==> config.mk <==
export PLATFORM = sky130hd
export DESIGN_NAME = ram_stream_reader
export DESIGN_NICKNAME = d
export VERILOG_FILES = /design/src/rtl/ram_stream_reader_pkg.sv /design/src/rtl/ram_rd_skid_buf.sv /design/src/rtl/ram_stream_reader.sv
export SDC_FILE = /design/constraint.sdc
export NUM_CORES = 1
export LEC_CHECK = 0
export CAP_MARGIN = 20
export CORE_MARGIN = 8
export CORE_UTILIZATION = 55
export CTS_CLUSTER_SIZE = 14
export DETAILED_ROUTE_END_ITERATION = 8
export DONT_BUFFER_PORTS = 1
export PLACE_DENSITY_LB_ADDON = 0.15
export SLEW_MARGIN = 20
export SYNTH_ARGS = -nofsm -noshare
export SYNTH_HDL_FRONTEND = slang
export SYNTH_SLANG_ARGS = --single-unit
==> constraint.sdc <==
create_clock -name clk -period 3.95 [get_ports clk]
set_clock_uncertainty 0.15 [all_clocks]
set_input_delay 0.9875 -clock clk [delete_from_list [all_inputs] [get_ports clk]]
set_output_delay 0.9875 -clock clk [all_outputs]
set_load 0.05 [all_outputs]
==> src/rtl/ram_stream_reader_pkg.sv <==
// Shared types for the RAM stream reader: FSM states and the default skid buffer entry.
package ram_stream_reader_pkg;

  localparam int unsigned DEF_DATA_W = 64;

  typedef enum logic [1:0] {
    IDLE  = 2'd0,
    ISSUE = 2'd1,
    DRAIN = 2'd2
  } state_t;

  // Default entry shape; instantiating modules pass their own width-matched struct.
  typedef struct packed {
    logic [DEF_DATA_W-1:0] data;
    logic                  last;
  } skid_entry_t;

endpackage

==> src/rtl/ram_rd_skid_buf.sv <==
// Two-entry valid/ready buffer with registered outputs; in-order, 1-cycle latency,
// full throughput when the consumer is always ready.
module ram_rd_skid_buf
  import ram_stream_reader_pkg::*;
#(
  parameter type entry_t = skid_entry_t
) (
  input  logic   clk,
  input  logic   rst_n,
  input  logic   in_val,
  input  entry_t in_data,
  output logic   in_rdy,
  output logic   out_val,
  output entry_t out_data,
  input  logic   out_rdy
);

  logic   skid_val;
  entry_t skid;
  logic   push;
  logic   head_load;

  // The skid slot only fills when the head is stalled, so it being empty means "not full".
  assign in_rdy    = !skid_val;
  assign push      = in_val && !skid_val;
  assign head_load = !out_val || out_rdy;

  always_ff @(posedge clk or negedge rst_n) begin
    if (!rst_n) begin
      out_val  <= 1'b0;
      out_data <= '0;
      skid_val <= 1'b0;
      skid     <= '0;
    end else if (head_load) begin
      if (skid_val) begin
        out_val  <= 1'b1;
        out_data <= skid;
        skid_val <= 1'b0;
      end else begin
        out_val <= push;
        if (push) out_data <= in_data;
      end
    end else if (push) begin
      skid     <= in_data;
      skid_val <= 1'b1;
    end
  end

endmodule

==> src/rtl/ram_stream_reader.sv <==
// Issues consecutive (wrapping) RAM read requests for a command and streams the
// responses out through a 2-entry skid buffer with a last flag.
module ram_stream_reader
  import ram_stream_reader_pkg::*;
#(
  parameter int unsigned DATA_W = 64,
  parameter int unsigned DEPTH  = 256,
  parameter int unsigned ADDR_W = $clog2(DEPTH),
  parameter int unsigned LEN_W  = $clog2(DEPTH) + 1
) (
  input  logic              clk,
  input  logic              rst_n,
  input  logic              cmd_val,
  input  logic [ADDR_W-1:0] cmd_start_addr,
  input  logic [LEN_W-1:0]  cmd_len,
  output logic              cmd_rdy,
  output logic              rd_req_en,
  output logic [ADDR_W-1:0] rd_req_addr,
  input  logic              rd_req_rdy,
  input  logic              rd_resp_val,
  input  logic [DATA_W-1:0] rd_resp_data,
  output logic              rd_resp_rdy,
  output logic              out_val,
  output logic [DATA_W-1:0] out_data,
  output logic              out_last,
  input  logic              out_rdy,
  output logic              busy,
  output logic              done
);

  typedef struct packed {
    logic [DATA_W-1:0] data;
    logic              last;
  } entry_t;

  localparam logic [ADDR_W-1:0] ADDR_LAST = ADDR_W'(DEPTH - 1);
  localparam logic [LEN_W-1:0]  LEN_ONE   = LEN_W'(1);
  localparam logic [LEN_W-1:0]  LEN_MAX   = LEN_W'(DEPTH);

  state_t            state, state_nxt;
  logic [ADDR_W-1:0] addr_reg, addr_nxt;
  logic [LEN_W-1:0]  len_reg, len_nxt;
  logic [LEN_W-1:0]  req_cnt, req_nxt;
  logic [LEN_W-1:0]  resp_cnt, resp_nxt;
  logic              done_nxt;
  logic              cmd_fire, req_fire, resp_fire, resp_take;
  logic              buf_in_rdy, buf_out_val;
  entry_t            buf_in, buf_out;

  assign cmd_fire    = cmd_val && cmd_rdy;
  assign req_fire    = rd_req_en && rd_req_rdy;
  // Responses seen while idle are accepted but never enter the buffer.
  assign resp_take   = rd_resp_val && (state != IDLE);
  assign resp_fire   = resp_take && buf_in_rdy;
  assign rd_resp_rdy = buf_in_rdy;
  assign rd_req_addr = addr_reg;
  assign buf_in      = '{data: rd_resp_data, last: (resp_cnt == len_reg - LEN_ONE)};
  assign out_val     = buf_out_val;
  assign out_data    = buf_out.data;
  assign out_last    = buf_out.last;

  // Next-state and counter updates.
  always_comb begin
    state_nxt = state;
    addr_nxt  = addr_reg;
    len_nxt   = len_reg;
    req_nxt   = req_cnt;
    resp_nxt  = resp_cnt;
    done_nxt  = 1'b0;
    if (resp_fire) resp_nxt = resp_cnt + LEN_ONE;
    case (state)
      IDLE: begin
        if (cmd_fire) begin
          addr_nxt = cmd_start_addr;
          len_nxt  = cmd_len;
          req_nxt  = '0;
          resp_nxt = '0;
          if (cmd_len == '0) done_nxt = 1'b1;
          else state_nxt = ISSUE;
        end
      end
      ISSUE: begin
        if (req_fire) begin
          addr_nxt = (addr_reg == ADDR_LAST) ? '0 : addr_reg + ADDR_W'(1);
          req_nxt  = req_cnt + LEN_ONE;
          if (req_cnt == len_reg - LEN_ONE) state_nxt = DRAIN;
        end
      end
      DRAIN: begin
        if (resp_cnt == len_reg && !buf_out_val) begin
          state_nxt = IDLE;
          done_nxt  = 1'b1;
        end
      end
      default: state_nxt = IDLE;
    endcase
  end

  always_ff @(posedge clk or negedge rst_n) begin
    if (!rst_n) begin
      state     <= IDLE;
      addr_reg  <= '0;
      len_reg   <= '0;
      req_cnt   <= '0;
      resp_cnt  <= '0;
      cmd_rdy   <= 1'b1;
      rd_req_en <= 1'b0;
      busy      <= 1'b0;
      done      <= 1'b0;
    end else begin
      state     <= state_nxt;
      addr_reg  <= addr_nxt;
      len_reg   <= len_nxt;
      req_cnt   <= req_nxt;
      resp_cnt  <= resp_nxt;
      cmd_rdy   <= (state_nxt == IDLE);
      rd_req_en <= (state_nxt == ISSUE);
      busy      <= (state_nxt != IDLE);
      done      <= done_nxt;
    end
  end

  ram_rd_skid_buf #(
    .entry_t(entry_t)
  ) u_skid (
    .clk     (clk),
    .rst_n   (rst_n),
    .in_val  (resp_take),
    .in_data (buf_in),
    .in_rdy  (buf_in_rdy),
    .out_val (buf_out_val),
    .out_data(buf_out),
    .out_rdy (out_rdy)
  );

  a_cmd_len_legal: assert property (@(posedge clk) disable iff (!rst_n)
    cmd_fire |-> (cmd_len <= LEN_MAX));

endmodule

Yosys cells after proc, flatten, opt, wreduce, memory -nomap -nowiden
Index checks and enable logic that the tools add are counted.
- flip-flop bits (word level): 173
- bits of input ports: 87
- logic and storage cells: 74
- add/subtract/negate cells: 4
- eq/ne operators: 9
- mux-type cells: 25
- bitwise operators: 1
- reductions and logical operators: 20
- operator list (cell ; count):
    $mux W65 ; 2
    $mux W9 ; 5
    $eq A9 B9 Y1 ; 3
    $mux W8 ; 3
    $add A9 B1 Y9 const B ; 2
    $pmux W9 S2 ; 1
    $pmux W8 S2 ; 1
    $mux W2 ; 5
    $reduce_bool A2 Y1 ; 5
    $logic_not A9 Y1 ; 1
    $sub A9 B1 Y9 const B ; 1
    $add A8 B1 Y8 const B ; 1
    $eq A8 B8 Y1 const B ; 1
    $mux W1 ; 6
    $pmux W2 S3 ; 1
    $reduce_and A2 Y1 ; 3
    $logic_and A1 B1 Y1 ; 5
    $eq A2 B1 Y1 const B ; 2
    $logic_not A2 Y1 ; 2
    $ne A2 B2 Y1 const B ; 2
    $reduce_and A3 Y1 ; 1
    $eq A2 B2 Y1 const B ; 1
    $logic_not A1 Y1 ; 2
    $pmux W1 S2 ; 1
    2 further kinds ; 2

Depth between registers and ports, before layout
- depth after elaboration: 6
- gate-level depth with buffers: 10

Hierarchy
Synthesis repeated with hierarchy kept, for this count alone.
- cell total of the unflattened synthesis: 619
- area, all modules: 8458.1 sq um
- by module, submodules not included (module ; instances ; cells an instance ; area an instance (sq um) ; seq. area each (sq um)):
    ram_rd_skid_buf ; 1 ; 355 ; 5980.7 ; 3303.2
    ram_stream_reader ; 1 ; 264 ; 2477.4 ; 1027.2

Worst setup path before layout
No wires, ideal clock.
- path type: register -> register
- start: register len_reg[0]
- end: register rd_req_en
- setup time: 0.119 ns
- arrival time: 2.485 ns
- required time: 3.681 ns
- path slack: 1.196 ns
- cell stages (with the launch flop): 11
- path buffers: 2
- cell sequence: dfrtp_1 -> clkbuf_1 -> inv_1 -> ha_1 -> clkbuf_2 -> or4b_4 -> and2b_2 -> xnor2_1 -> o2111ai_1 -> or4_4 -> a21bo_1
- word-level cells in the longest chain between the ends: 6
- elaborated cells between the ends (all ways): 9
- those cells by class: add/sub: 1; eq/ne: 3; mux: 4; reduce/logical: 1
- RTL lines (item ; line ; RTL):
    start: declaration ; ram_stream_reader.sv:42 ; logic [LEN_W-1:0] len_reg, len_nxt;
    start signal: assignment ; ram_stream_reader.sv:113 ; len_reg <= len_nxt;
    $sub A9 B1 Y9 ; ram_stream_reader.sv:86 ; if (req_cnt == len_reg - LEN_ONE) state_nxt = DRAIN;
    $eq A9 B9 Y1 ; ram_stream_reader.sv:86 ;
    $mux W2 ; ram_stream_reader.sv:86 ;
    $mux W2 ; ram_stream_reader.sv:83 ; if (req_fire) begin
    $pmux W2 S3 * ; ram_stream_reader.sv:71 ; case (state)
    $eq A2 B1 Y1 * ; ram_stream_reader.sv:117 ; rd_req_en <= (state_nxt == ISSUE);
    end signal: assignment ; ram_stream_reader.sv:117 ;
    end: declaration ; ram_stream_reader.sv:17 ; output logic rd_req_en,
Mark *: on every way between the ends. The rest lies on a longest branch, timed or not.
A chain may end at the register's enable or synchronous reset.

Worst setup path in the final report
- start: register len_reg[0]
- end: register state[0]
- word-level cells in the longest chain between the ends: 5
- elaborated cells between the ends (all ways): 8
- those cells by class: add/sub: 1; eq/ne: 2; mux: 4; reduce/logical: 1
- RTL lines (item ; line ; RTL):
    $sub A9 B1 Y9 ; ram_stream_reader.sv:86 ;
    $eq A9 B9 Y1 ; ram_stream_reader.sv:86 ;
    $mux W2 ; ram_stream_reader.sv:86 ;
    $mux W2 ; ram_stream_reader.sv:83 ;
    $pmux W2 S3 * ; ram_stream_reader.sv:71 ;
    via state_nxt[0] ; ram_stream_reader.sv:40 ; state_t state, state_nxt;
    end signal: assignment ; ram_stream_reader.sv:111 ; state <= state_nxt;
    end: declaration ; ram_stream_reader.sv:40 ;
Mark *: on every way through the listed nets, which the timed path passes. The rest lies on a longest branch.

==> metrics.csv <==
stage,metric,value,unit
detailed_routing,via_per_inst,5.81,
detailed_routing,wl,16900,microns
global_routing,grt_max_degree,174,
clocking,htreeDepth,4,
logic_synthesis,syn_area,0.00785,sq mm
timing,slew_headroom,44.9,%
logic_synthesis,ys.flop_type,dfrtp_1,
place,gp_congestion,0.912,
floorplan,dieWidth,135,microns
place,portBuffers,0,
clocking,cts_buffer_depth,2,
floorplan,initial_core_util,56.4,%
power_and_ir_drop,power.internal,3.34,mW
critical_path,cp_max_fo,8,
clocking,clock-root-buffer,clkbuf_16,
critical_path,endpoint_kind,register,
timing,fmax,0.345,GHz
global_routing,grt_overflow_total,0,
job,cap_violations,0,
timing,fin_crit_sh,73.5,%
cells_and_area,top_regs,"u_skid.out_data: 65 flops, u_skid.skid: 65 flops",
power_and_ir_drop,clockPowerShare,32.8,%
run_status,outcome,"complete, no violations",
clocking,post_cts_buffers,0,
detailed_routing,detail-route-antenna-nets,0,
logic_synthesis,synth_most_common_cell,dfrtp_1,
timing,final_hold_viol_count,0,
logic_synthesis,syn_inst,695,
critical_path,crit_buf_inv,1,
logic_synthesis,synth_top_area_share,54.8,%
timing,tns,0,ns
global_routing,antenna_found_initial,0,
cells_and_area,antenna_cells,0,
logic_synthesis,ys_seq_area_share,55.1,%
critical_path,critPathLaunchType,register,
clocking,path_clk_slew,0.07,ns
logic_synthesis,synth_area_leaders,"dfrtp_1 55%, mux2_2 10%, mux2i_1 8.2%",
global_routing,grt_pass1_vias,4989,
floorplan,rows,43,
power_and_ir_drop,netSwitchingPower,1.64,mW
power_and_ir_drop,comb_power_share,10.8,%
global_routing,track_usage,18.5,%
floorplan,die_area,0.0184,sq mm
detailed_routing,drtPass1Iterations,4,
cells_and_area,num-fill-cells,1108,
power_and_ir_drop,powerDensity,582,mW/mm^2
logic_synthesis,ys_top_cells_by_count,"172 x dfrtp_1, 93 x nand2_1, 84 x o21ai_0, 71 x mux2_2, 64 x mux2i_1",
clocking,tritoncts,done,
logic_synthesis,syn_nets,786,
timing,slew_viol_final,0,
critical_path,max_stage_delay,0.54,ns
global_routing,grt_first_pass_wirelength,26800,microns
clocking,hold_buffers,0,
power_and_ir_drop,seq_power_share,56.4,%
timing,fin_crit,2.90,ns
floorplan,die_h,135,microns
detailed_routing,drt_iter0_markers,388,
critical_path,crit_cells,8,
timing,rsz0062_at_grt,false,
power_and_ir_drop,ir_drop,0.372,mV
cells_and_area,area_growth,9.08,%
place,dp_slack,0.994,ns
detailed_routing,via_count,5051,
critical_path,worstSetupPathType,reg -> reg,
timing,worst_pin_slew,0.827,ns
timing,setup_viol,0,
logic_synthesis,yosysTopAreaCell,dfrtp_1,
cells_and_area,drive_gt1_share,17.1,%
cells_and_area,seqCellArea,0.00433,sq mm
clocking,cts_buffers,17,
logic_synthesis,synthDistinctLibCells,52,
floorplan,ioPinCount,166,
logic_synthesis,syn_avg_cell_area,11.3,sq um
power_and_ir_drop,p_leak,3.72,nW
clocking,clkLatencyLatePin,0.43,ns
detailed_routing,wl_per_cell,19.4,microns
critical_path,reg2reg_depth,8,
critical_path,cp_cell_sequence,inv_1 > ha_1 > or4b_4 > and2b_2 > xnor2_1 > o2111ai_1 > or4_4 > a21bo_1,
critical_path,cp_top_family,simple AND/OR/NAND/NOR gates,
critical_path,cp.arrival,3.07,ns
clocking,cts-resized-gates,0,
critical_path,cp_slowest_cell,or4b_4,
clocking,cts.sinks,173,
logic_synthesis,async_flop_share,100,%
power_and_ir_drop,switching_share,33.0,%
logic_synthesis,ys_seq_elements,173,
logic_synthesis,synth_edf_count,0,
cells_and_area,multi_input_area,0.00334,sq mm
cells_and_area,fin_nets,768,
timing,setup_slack,1.05,ns
floorplan,core,0.0139,sq mm
place,hpwlAfterDp,11600,microns
worst_hold_path,min_path_type,in -> async,
critical_path,timing.critical_path.required,4.12,ns
logic_synthesis,ys_warn_count,0,
detailed_routing,drc,0,
## stage by stage
step | power, mW | util [%] | instance area (sq um) | hold slack, ns | instances
2_1_floorplan | 3.24 | - | 7850 | 0.330 | 695
3_3_place_gp | 3.36 | 57.3 | 7990 | 0.338 | 838
3_5_place_dp | 3.40 | 57.3 | 7990 | 0.346 | 838
4_1_cts | 5.04 | 61.4 | 8560 | 0.0893 | 869
5_1_grt | 5.22 | 61.5 | 8570 | 0.0840 | 869
6_report | 4.98 | 61.5 | 8570 | 0.111 | 869
## power by group through the flow
stage | sequential, mW | clock, mW | combinational [mW]
after floorplan | 2.75 | 0 | 0.488
after global placement | 2.84 | 0 | 0.523
after detailed placement | 2.85 | 0 | 0.549
after CTS | 2.82 | 1.67 | 0.549
after global routing | 2.86 | 1.75 | 0.608
final | 2.81 | 1.63 | 0.539
## metal layers
metal / wire (microns) / share of wire, % / track usage (%) / vias up
met5: 0 / 0 / 0 / -
met3: 1920 / 11 / 8.68 / 18
met1: 6910 / 41 / 22.7 / 2501
li1: - / - / - / 2378
met2: 7820 / 46 / 27.8 / 154
met4: 231 / 1.4 / 7.03 / 0
## cell families after synthesis
kind of cell             share of synthesized area [%]
multiplexers                                      18.3
flip-flops                                        55.1
AND/OR/NAND/NOR                                   10.4
buffers and inverters                             2.64
XOR/XNOR                                          4.24
adder cells (fa/ha/maj)                          0.637
AO/OA/AOI/OAI                                     8.59
## worst reg2reg max path, stage by stage (launching register included)
cell	delay, ns
dfrtp_1	0.45
inv_1	0.12
ha_1	0.32
or4b_4	0.54
and2b_2	0.26
xnor2_1	0.13
o2111ai_1	0.13
or4_4	0.52
a21bo_1	0.19
## final timing paths
check / from / endpoint / slack (ns)
max in group asynchronous: rst_n / cmd_rdy$_DFF_PN1_ / 3.21
min: rst_n / u_skid.skid[19]$_DFFE_PN0P_ / 0.11
min in group clk: u_skid.skid[54]$_DFFE_PN0P_ / u_skid.skid[54]$_DFFE_PN0P_ / 0.35
min reg2reg: u_skid.skid[54]$_DFFE_PN0P_ / u_skid.skid[54]$_DFFE_PN0P_ / 0.35
max reg2reg: len_reg[0]$_DFFE_PN0P_ / state[0]$_DFF_PN0_ / 1.05
max: len_reg[0]$_DFFE_PN0P_ / state[0]$_DFF_PN0_ / 1.05
## placed cells by master, fill, tap and decap left out, drive strengths merged, types with 3 or more instances in the layout
cell type	n
dfrtp	172
nand2	93
o21ai	84
mux2	71
mux2i	64
nor2	26
xor2	20
clkbuf	20
xnor2	18
a21oi	13
inv	11
and3	8
nor3	8
nand4	7
nand3	6
clkinv	6
or3	4
ha	4
buf	4
or2	3
a22oi	3
nor2b	3
or4	3
## layout make-up
class	instances	area share [%]
Sequential cell	173	50.6
Tap cell	180	2.63
Inverter	9	0.394
Clock inverter	11	1.34
Multi-Input combinational cell	472	39.0
Clock buffer	20	5.33
Timing Repair Buffer	4	0.687
No activity file was read; power rests on OpenSTA's default activity.
